===== src/rtl/vio_route_stage_if.sv =====
// Stream bundle between the user region, the route stage and the vFPGA switch.
// The slave side carries no tdest; the route is attached inside the stage.
interface vio_route_stage_if #(
  parameter int DATA_BITS  = 512,
  parameter int ID_BITS    = 6,
  parameter int ROUTE_BITS = 14
);
  logic                    tvalid;
  logic                    tready;
  logic [DATA_BITS-1:0]    tdata;
  logic [DATA_BITS/8-1:0]  tkeep;
  logic                    tlast;
  logic [ID_BITS-1:0]      tid;
  logic [ROUTE_BITS-1:0]   tdest;

  modport master (output tvalid, tdata, tkeep, tlast, tid, tdest, input tready);
  modport slave  (input tvalid, tdata, tkeep, tlast, tid, output tready);
endinterface


===== src/rtl/vio_route_stage.sv =====
// Per-region ingress stage: tags the user stream with a packet-stable route and
// presents it to the vFPGA switch through a 2-entry registered skid buffer.
module vio_route_stage #(
  parameter int DATA_BITS  = 512,
  parameter int ID_BITS    = 6,
  parameter int ROUTE_BITS = 14
) (
  input  logic                  aclk,
  input  logic                  aresetn,
  input  logic                  cfg_route_valid,
  output logic                  cfg_route_ready,
  input  logic [ROUTE_BITS-1:0] cfg_route_data,
  vio_route_stage_if.slave      s_axis,
  vio_route_stage_if.master     m_axis,
  output logic [ROUTE_BITS-1:0] route_active,
  output logic                  route_valid,
  output logic [31:0]           stat_pkt_cnt
);
  // state  | meaning
  // IDLE   | no route applied since reset; stream held off
  // READY  | between packets; a pending route is applied here (one-cycle bubble)
  // IN_PKT | inside a packet; route frozen, pending route waits for tlast
  typedef enum logic [1:0] {IDLE, READY, IN_PKT} state_t;

  localparam int KEEP_BITS = DATA_BITS / 8;
  localparam int BEAT_BITS = DATA_BITS + KEEP_BITS + 1 + ID_BITS + ROUTE_BITS;

  state_t                state, state_nxt;
  logic                  pend_v;
  logic [ROUTE_BITS-1:0] pend_r;
  logic [ROUTE_BITS-1:0] route_cur;
  logic                  apply;
  logic                  rx_open;
  logic                  s_ready;
  logic                  accept;
  logic                  out_v;
  logic                  skid_v;
  logic [BEAT_BITS-1:0]  in_beat;
  logic [BEAT_BITS-1:0]  out_beat;
  logic [BEAT_BITS-1:0]  skid_beat;
  logic [31:0]           pkt_cnt;

  // Skid occupied means both entries hold data, so ready depends only on state.
  assign s_ready = rx_open && !skid_v;
  assign accept  = s_axis.tvalid && s_ready;
  assign in_beat = {s_axis.tdata, s_axis.tkeep, s_axis.tlast, s_axis.tid, route_cur};

  always_comb begin
    state_nxt = state;
    apply     = 1'b0;
    rx_open   = 1'b0;
    case (state)
      IDLE: begin
        if (pend_v) begin
          apply     = 1'b1;
          state_nxt = READY;
        end
      end
      READY: begin
        if (pend_v) begin
          apply = 1'b1;
        end else begin
          rx_open = 1'b1;
          if (s_axis.tvalid && !skid_v && !s_axis.tlast) state_nxt = IN_PKT;
        end
      end
      IN_PKT: begin
        rx_open = 1'b1;
        if (s_axis.tvalid && !skid_v && s_axis.tlast) state_nxt = READY;
      end
      default: state_nxt = IDLE;
    endcase
  end

  always_ff @(posedge aclk) begin
    if (!aresetn) state <= IDLE;
    else          state <= state_nxt;
  end

  always_ff @(posedge aclk) begin
    if (!aresetn) begin
      pend_v      <= 1'b0;
      pend_r      <= '0;
      route_cur   <= '0;
      route_valid <= 1'b0;
      pkt_cnt     <= '0;
    end else begin
      // apply implies pend_v, so a refill can never collide with the apply
      if (apply) begin
        route_cur   <= pend_r;
        route_valid <= 1'b1;
        pend_v      <= 1'b0;
      end
      if (cfg_route_valid && !pend_v) begin
        pend_v <= 1'b1;
        pend_r <= cfg_route_data;
      end
      if (accept && s_axis.tlast) pkt_cnt <= pkt_cnt + 32'd1;
    end
  end

  always_ff @(posedge aclk) begin
    if (!aresetn) begin
      out_v     <= 1'b0;
      skid_v    <= 1'b0;
      out_beat  <= '0;
      skid_beat <= '0;
    end else if (!out_v || m_axis.tready) begin
      if (skid_v) begin
        out_beat <= skid_beat;
        skid_v   <= 1'b0;
      end else if (accept) begin
        out_beat <= in_beat;
        out_v    <= 1'b1;
      end else begin
        out_v <= 1'b0;
      end
    end else if (accept) begin
      skid_beat <= in_beat;
      skid_v    <= 1'b1;
    end
  end

  assign s_axis.tready   = s_ready;
  assign m_axis.tvalid   = out_v;
  assign {m_axis.tdata, m_axis.tkeep, m_axis.tlast, m_axis.tid, m_axis.tdest} = out_beat;
  assign cfg_route_ready = !pend_v;
  assign route_active    = route_cur;
  assign stat_pkt_cnt    = pkt_cnt;
endmodule


===== src/flat_wrapper.sv =====
// flat-port wrapper written by rule: the top's interface ports become plain ports
module vio_route_stage_flat 
#(
  parameter int DATA_BITS  = 512,
  parameter int ID_BITS    = 6,
  parameter int ROUTE_BITS = 14
)
  (aclk, aresetn, cfg_route_valid, cfg_route_ready, cfg_route_data, route_active, route_valid, stat_pkt_cnt, s_axis_tvalid, s_axis_tdata, s_axis_tkeep, s_axis_tlast, s_axis_tid, s_axis_tready, m_axis_tvalid, m_axis_tdata, m_axis_tkeep, m_axis_tlast, m_axis_tid, m_axis_tdest, m_axis_tready);
  vio_route_stage_if #(.DATA_BITS(DATA_BITS), .ID_BITS(ID_BITS), .ROUTE_BITS(ROUTE_BITS)) s_axis_i ();
  vio_route_stage_if #(.DATA_BITS(DATA_BITS), .ID_BITS(ID_BITS), .ROUTE_BITS(ROUTE_BITS)) m_axis_i ();
  input  logic aclk;
  input  logic aresetn;
  input  logic cfg_route_valid;
  output logic cfg_route_ready;
  input  logic [ROUTE_BITS-1:0] cfg_route_data;
  output logic [ROUTE_BITS-1:0] route_active;
  output logic route_valid;
  output logic [31:0] stat_pkt_cnt;
  input wire logic [$bits(s_axis_i.tvalid)-1:0] s_axis_tvalid;
  input wire logic [$bits(s_axis_i.tdata)-1:0] s_axis_tdata;
  input wire logic [$bits(s_axis_i.tkeep)-1:0] s_axis_tkeep;
  input wire logic [$bits(s_axis_i.tlast)-1:0] s_axis_tlast;
  input wire logic [$bits(s_axis_i.tid)-1:0] s_axis_tid;
  output wire logic [$bits(s_axis_i.tready)-1:0] s_axis_tready;
  output wire logic [$bits(m_axis_i.tvalid)-1:0] m_axis_tvalid;
  output wire logic [$bits(m_axis_i.tdata)-1:0] m_axis_tdata;
  output wire logic [$bits(m_axis_i.tkeep)-1:0] m_axis_tkeep;
  output wire logic [$bits(m_axis_i.tlast)-1:0] m_axis_tlast;
  output wire logic [$bits(m_axis_i.tid)-1:0] m_axis_tid;
  output wire logic [$bits(m_axis_i.tdest)-1:0] m_axis_tdest;
  input wire logic [$bits(m_axis_i.tready)-1:0] m_axis_tready;
  assign s_axis_i.tvalid = s_axis_tvalid;
  assign s_axis_i.tdata = s_axis_tdata;
  assign s_axis_i.tkeep = s_axis_tkeep;
  assign s_axis_i.tlast = s_axis_tlast;
  assign s_axis_i.tid = s_axis_tid;
  assign s_axis_tready = s_axis_i.tready;
  assign m_axis_tvalid = m_axis_i.tvalid;
  assign m_axis_tdata = m_axis_i.tdata;
  assign m_axis_tkeep = m_axis_i.tkeep;
  assign m_axis_tlast = m_axis_i.tlast;
  assign m_axis_tid = m_axis_i.tid;
  assign m_axis_tdest = m_axis_i.tdest;
  assign m_axis_i.tready = m_axis_tready;
  vio_route_stage #(.DATA_BITS(DATA_BITS), .ID_BITS(ID_BITS), .ROUTE_BITS(ROUTE_BITS)) u_core (.aclk(aclk), .aresetn(aresetn), .cfg_route_valid(cfg_route_valid), .cfg_route_ready(cfg_route_ready), .cfg_route_data(cfg_route_data), .s_axis(s_axis_i), .m_axis(m_axis_i), .route_active(route_active), .route_valid(route_valid), .stat_pkt_cnt(stat_pkt_cnt));
endmodule

===== config.mk =====
export PLATFORM = sky130hd
export DESIGN_NAME = vio_route_stage_flat
export DESIGN_NICKNAME = d
export VERILOG_FILES = /design/src/rtl/vio_route_stage_if.sv /design/src/rtl/vio_route_stage.sv /design/src/flat_wrapper.sv
export SDC_FILE = /design/constraint.sdc
export NUM_CORES = 2
export LEC_CHECK = 0
export BUFFER_PORTS_ARGS = -buffer_cell sky130_fd_sc_hd__buf_2
export CAP_MARGIN = 20
export CORE_AREA = 2 2 487 489
export DETAILED_ROUTE_END_ITERATION = 8
export DIE_AREA = 0 0 489 491
export SYNTH_ARGS = -nofsm -noshare
export SYNTH_HDL_FRONTEND = slang
export SYNTH_SLANG_ARGS = --single-unit

===== constraint.sdc =====
create_clock -name aclk -period 2.1 [get_ports aclk]
set_input_delay 0.105 -clock aclk [delete_from_list [all_inputs] [get_ports aclk]]
set_output_delay 0.105 -clock aclk [all_outputs]
set_load 0.03 [all_outputs]

==> Word-level counts from Yosys, hierarchy flattened <==
Cells that the tools add are included.
W data, S select, Z words.
{ "op_classes": {"add_sub_neg": 1, "n_eq_ne": 6, "n_mux": 14, "bitwise_logic": 3, "n_reduce_logical": 21} }
{ "ops": {"columns": ["cell", "n"], "rows": [
  ["$mux W597", 2],
  ["$add A32 B1 Y32 const B", 1],
  ["$mux W2", 4],
  ["$logic_and A1 B1 Y1", 7],
  ["$mux W1", 6],
  ["$ne A2 B1 Y1 const B", 3],
  ["$pmux W2 S3", 1],
  ["$reduce_and A2 Y1", 3],
  ["$logic_not A1 Y1", 4],
  ["$reduce_and A4 Y1", 1],
  ["$reduce_bool A2 Y1", 2],
  ["$reduce_or A2 Y1", 2],
  ["$not A1 Y1", 3],
  ["$eq A2 B1 Y1 const B", 1],
  ["$eq A2 B2 Y1 const B", 1],
  ["$logic_not A2 Y1", 1],
  ["$ne A2 B2 Y1 const B", 1],
  ["$pmux W1 S2", 1],
  ["$logic_or A1 B1 Y1", 1]
]} }
{ "totals": {"reg_bits": 1260, "in_bits": 602, "output_inout_bits": 647, "elab_cells": 55} }

==> Logic depth before layout (Yosys ltp) <==
{ "logic_depth": {"depth_word": 6, "ltp_mapped": 11, "ltp_nobuf": 7} }

==> Worst setup path before layout <==
Ideal clock, no wire load.
{ "synth_timing": {"kind": "flip-flop to flip-flop", "from": "register u_core.pkt_cnt[5], in the netlist u_core.stat_pkt_cnt[5]", "to": "register u_core.pkt_cnt[21], in the netlist u_core.stat_pkt_cnt[21]", "setup_time_ps": 70, "t_arrival_ps": 1947, "required_ps": 2030, "slack_ps": 84, "path_stages_with_launch": 8, "cell_sequence": "dfxtp_1 > and3_1 > buf_6 > nand4_4 > or3_4 > buf_6 > or3_1 > a21oi_1"} }
{ "synth_between": {"elab_chain_len": 1} }
{ "synth_rtl": {"columns": ["item", "line_no", "rtl"], "rows": [
  ["start, declared", "vio_route_stage.sv:41", "logic [31:0] pkt_cnt;"],
  ["start signal, assigned", "vio_route_stage.sv:98", "if (accept && s_axis.tlast) pkt_cnt <= pkt_cnt + 32'd1;"],
  ["$add A32 B1 Y32", "vio_route_stage.sv:98", null]
]} }
Every way passes these cells.
A chain may end at the register's enable or synchronous reset.

==> Worst setup path after layout <==
{ "layout_timing": {"from": "register u_core.state[1]", "to": "register u_core.skid_beat[279]"} }
{ "layout_between": {"elab_chain_len": 5} }
{ "layout_rtl": {"columns": ["item", "line_no", "rtl"], "rows": [
  ["start, declared", "vio_route_stage.sv:28", "state_t state, state_nxt;"],
  ["start signal, assigned", "vio_route_stage.sv:77", "else state <= state_nxt;"],
  ["$eq A2 B2 Y1 or $eq A2 B1 Y1 (tied branches)", "vio_route_stage.sv:52", "case (state)"],
  ["$pmux W1 S2 (*)", "vio_route_stage.sv:52", null],
  ["$logic_and A1 B1 Y1 (*)", "vio_route_stage.sv:44", "assign s_ready = rx_open && !skid_v;"],
  ["$logic_and A1 B1 Y1 (*)", "vio_route_stage.sv:45", "assign accept = s_axis.tvalid && s_ready;"],
  ["$reduce_and A2 Y1 (no line) (*)", null, null],
  ["end signal, assigned", "vio_route_stage.sv:119", "skid_beat <= in_beat;"],
  ["end, declared", "vio_route_stage.sv:40", "logic [BEAT_BITS-1:0] skid_beat;"]
]} }
Mark *: on every way between the ends. The rest lies on a longest branch, timed or not.

==> summary.md <==
| Metric | Value |
|---|---|
| Crit. End Element | flip-flop |
| Area delta synth->final | 52.6% |
| Final Skew | 0.0349 ns |
| Synthesized area | 49,000 sq um |
| Syn nets | 6,191 |
| Crit path max fanout | 7 |
| Failing checks | negative setup slack |
| Min Tclk post-route | 2.19 ns |
| Post-layout util | 31.9% |
| Hpwl dp | around 170 mm |
| Final hold violation count | 0 |
| Number of global-route vias before repair | 45.3k |
| Routed WL per cell | 21.8 microns |
| Synth Area in Compound Gates | 15.9% |
| Slew Viols, Final | 0 |
| Synth top cells by count | 1,263 x nand2_1, 1,260 x dfxtp_1, 634 x a21oi_1, 633 x nor2_1, 599 x mux2i_1 |
| Ports | 1,249 |
| Syn_area_per_cell | between 8 and 9 sq um |
| # setup viols final | 305 |
| Synth Area in Simple Gates | 15.4% |
| DR vias | 49.1k |
| Worst-margin pin slew | 0.586 ns |
| Post-synth ARST share | 0% |
| Synth Warn # | 0 |
| # rows | 178 |
| Xor-xnor portion of the synthesized cell area | less than 1% |
| First-pass GRT wire length | ~310 mm |
| Final period utilization | 104% |
| Post-Route WL | 236 mm |
| Primary FF master, synth | dfxtp_1 |
| Yosys top cell by area | dfxtp_1 |
| Drc violations | 0 |
| Clk buf depth | 3 |
| Sink Count | 1,260 |
| Clock latency on the worst-skew pair | about 0.80 ns |
| Die Y | 491 microns |
| Cell Pwr Density | 865 nW/um^2 |
| Overall Global Routing Usage | 17.6% |
| Count leader, synth | nand2_1 |
| Via density | 4.53 |
| CTS tree | built |
| Main area contributors after synthesis | dfxtp_1 52%, mux2i_1 12%, nand2_1 9.7% |
| IO buf count | ~1.2k |
| Unrepaired setup endpoints after global routing | true |
| Worst hold path type | input pin to flip-flop |
| Setup Crit Path Kind | flip-flop to flip-flop |
| Share of layout cells above drive strength 1 | a little over a quarter |
| Status | finished, violations left |
| Drt pass-1 iters | 5 |
| Adder-Cell Fraction of Synth Area | less than 1% |
| Register area share after synthesis | 51.5% |
| CP Data Required Time | 2.82 ns |
| Clk pin slew, worst setup/hold paths | 0.06 ns |
| Setup ws final | -0.0877 ns |
| Crit path DAT | just under 3 ns |
| GP Congestion | 0.895 |
| Starting Density | 20.9% |
| DRT iter0 DRCs | 3,386 |
| Largest family of logic cells by synthesized area | compound AO/OA/AOI/OAI gates |
| Startpoint Class | flip-flop |
| Post-synthesis mux area share | 12.2% |
| Gate Count Post-Synth | 5,584 |
| GR Overflow Total | 0 |
| Maxcap violations | 0 |
| Leak | 27.2 nW |
| Met3 Resource Use GR | about 6.4% |
| Maximum clock frequency | 457 MHz |
| Die W | 489 microns |
| Area after DPL | 60,100 sq um |
| Synthesized flop and latch total | 1,260 |
| Clk root buf | clkbuf_16 |
| Core region area | 235,000 sq um |
| Peak supply drop | 0.647 mV |
| GR Util met1 | a little over a fifth |
| GR Layer Usage met2 | 27.2% |
| Largest net degree at the start of global routing | 110 |
| Die area | 240,000 sq um |
| Yosys cell types | 44 |
| Post-synth top area share | 51.5% |
| Post-route cell area | 74,700 sq um |
| H-tree depth | 4 |
| Layer with the highest usage | met2 |
| Post-route ant nets | 0 |
| Relative slew margins | 60.9% |
| Initial antenna violation count | 170 |
| Final #Nets | between 8k and 9k |
| Clock buffer count from CTS | 144 |
| Post-synth EDFFs | 0 |
## metal layers
metal / vias up / part of all wire, %
li1: 23100 / -
met1: 23300 / 40
met2: 2041 / 44
met3: 562 / 9.8
met4: 124 / 5.6
met5: - / 0.34
## path summary, 6_finish.rpt
kind | start | end | slack [ns] | depth (start not counted)
worst max register to register | u_core.state[1] | u_core.skid_beat[279] | -0.09 | 12
worst min register to register | u_core.skid_beat[473] | u_core.skid_beat[473] | 0.45 | 2
worst max-delay path | u_core.state[1] | u_core.skid_beat[279] | -0.09 | 12
worst min-delay path | s_axis_tdata[57] | u_core.skid_beat[142] | 0.1 | 4
## stage by stage
| step | power [mW] | worst slack (ns) | std cells | setup TNS, ns | hold slack, ns |
|---|---|---|---|---|---|
| final | 64.7 | -0.0877 | 10800 | -7.76 | 0.0978 |
| after global routing | 67.0 | -0.161 | 10800 | -68.67 | 0.0426 |
| after CTS | 64.2 | -0.0889 | 10700 | -6.03 | 0.00660 |
| after detailed placement | 37.1 | -0.147 | 9772 | -30.55 | 0.356 |
| after global placement | 36.9 | -0.0880 | 9772 | -7.74 | 0.355 |
| after floorplan | 32.7 | 0.0835 | 5584 | 0 | 0.221 |
## flip-flops by register name, indices dropped and copies added, names as in the netlist
signal,flops
u_core.out_beat,597
u_core.skid_beat,597
u_core.stat_pkt_cnt,32
u_core.pend_r,14
u_core.route_active,14
u_core.state,2
u_core.m_axis.tvalid,1
u_core.pend_v,1
u_core.route_valid,1
u_core.skid_v,1
## final cells by class
type	count	area (sq um)
clock inverters	58	712
flip-flops and latches	1260	25200
well taps	3150	3940
repair buffers	2252	18100
multi-input cells	3836	22400
inverters	8	40.0
diodes	78	195
fillers	24000	160000
clock buffers	199	4090
## power breakdown
group          internal [mW]  switching, mW  leakage, nW
combinational           4.68           8.11         14.7
sequential              25.3          0.859         10.2
clock                   14.7           11.0         2.35
total                   44.7           20.0         27.2
## layout by cell type, fill, tap and decap left out, types with 32 or more instances in the layout
cell type      count
mux2i_1          598
diode_2           78
clkbuf_16        190
a21oi_2           85
a21oi_1          549
dfxtp_1         1256
buf_12            69
a211oi_1         532
buf_6             32
buf_4            178
dlygate4sd3_1    628
buf_16            42
a211oi_2          65
nor2_1           625
buf_2           1247
nand2_1         1248
## worst max-delay path, cell delays in order (launching register included)
cell	delay, ns
dfxtp_2	0.33
inv_4	0.08
ha_4	0.14
nor2b_4	0.20
buf_6	0.12
o211a_4	0.19
and2_4	0.21
buf_12	0.17
buf_12	0.13
clkbuf_16	0.17
buf_4	0.15
nand2_1	0.07
a21oi_1	0.15
## timing repair
action,CTS,global route
pin swaps,12,29
gates resized for setup,68,247
hold buffers,631,0
hold endpoints to repair,1200,0
endpoints found under the setup margin,865,1170
gates cloned,9,56
buffers inserted,11,31
## cells by family (layout without fill, tap and decap cells)
logic type,Yosys count,after routing
simple gates,1957,1957
fa+ha+maj,5,5
flops,1260,1260
other cells,0,78
xor+xnor,25,25
compound gates,1250,1250
buf+inv,488,2517
mux,599,599
No activity file was read; power rests on OpenSTA's default activity.
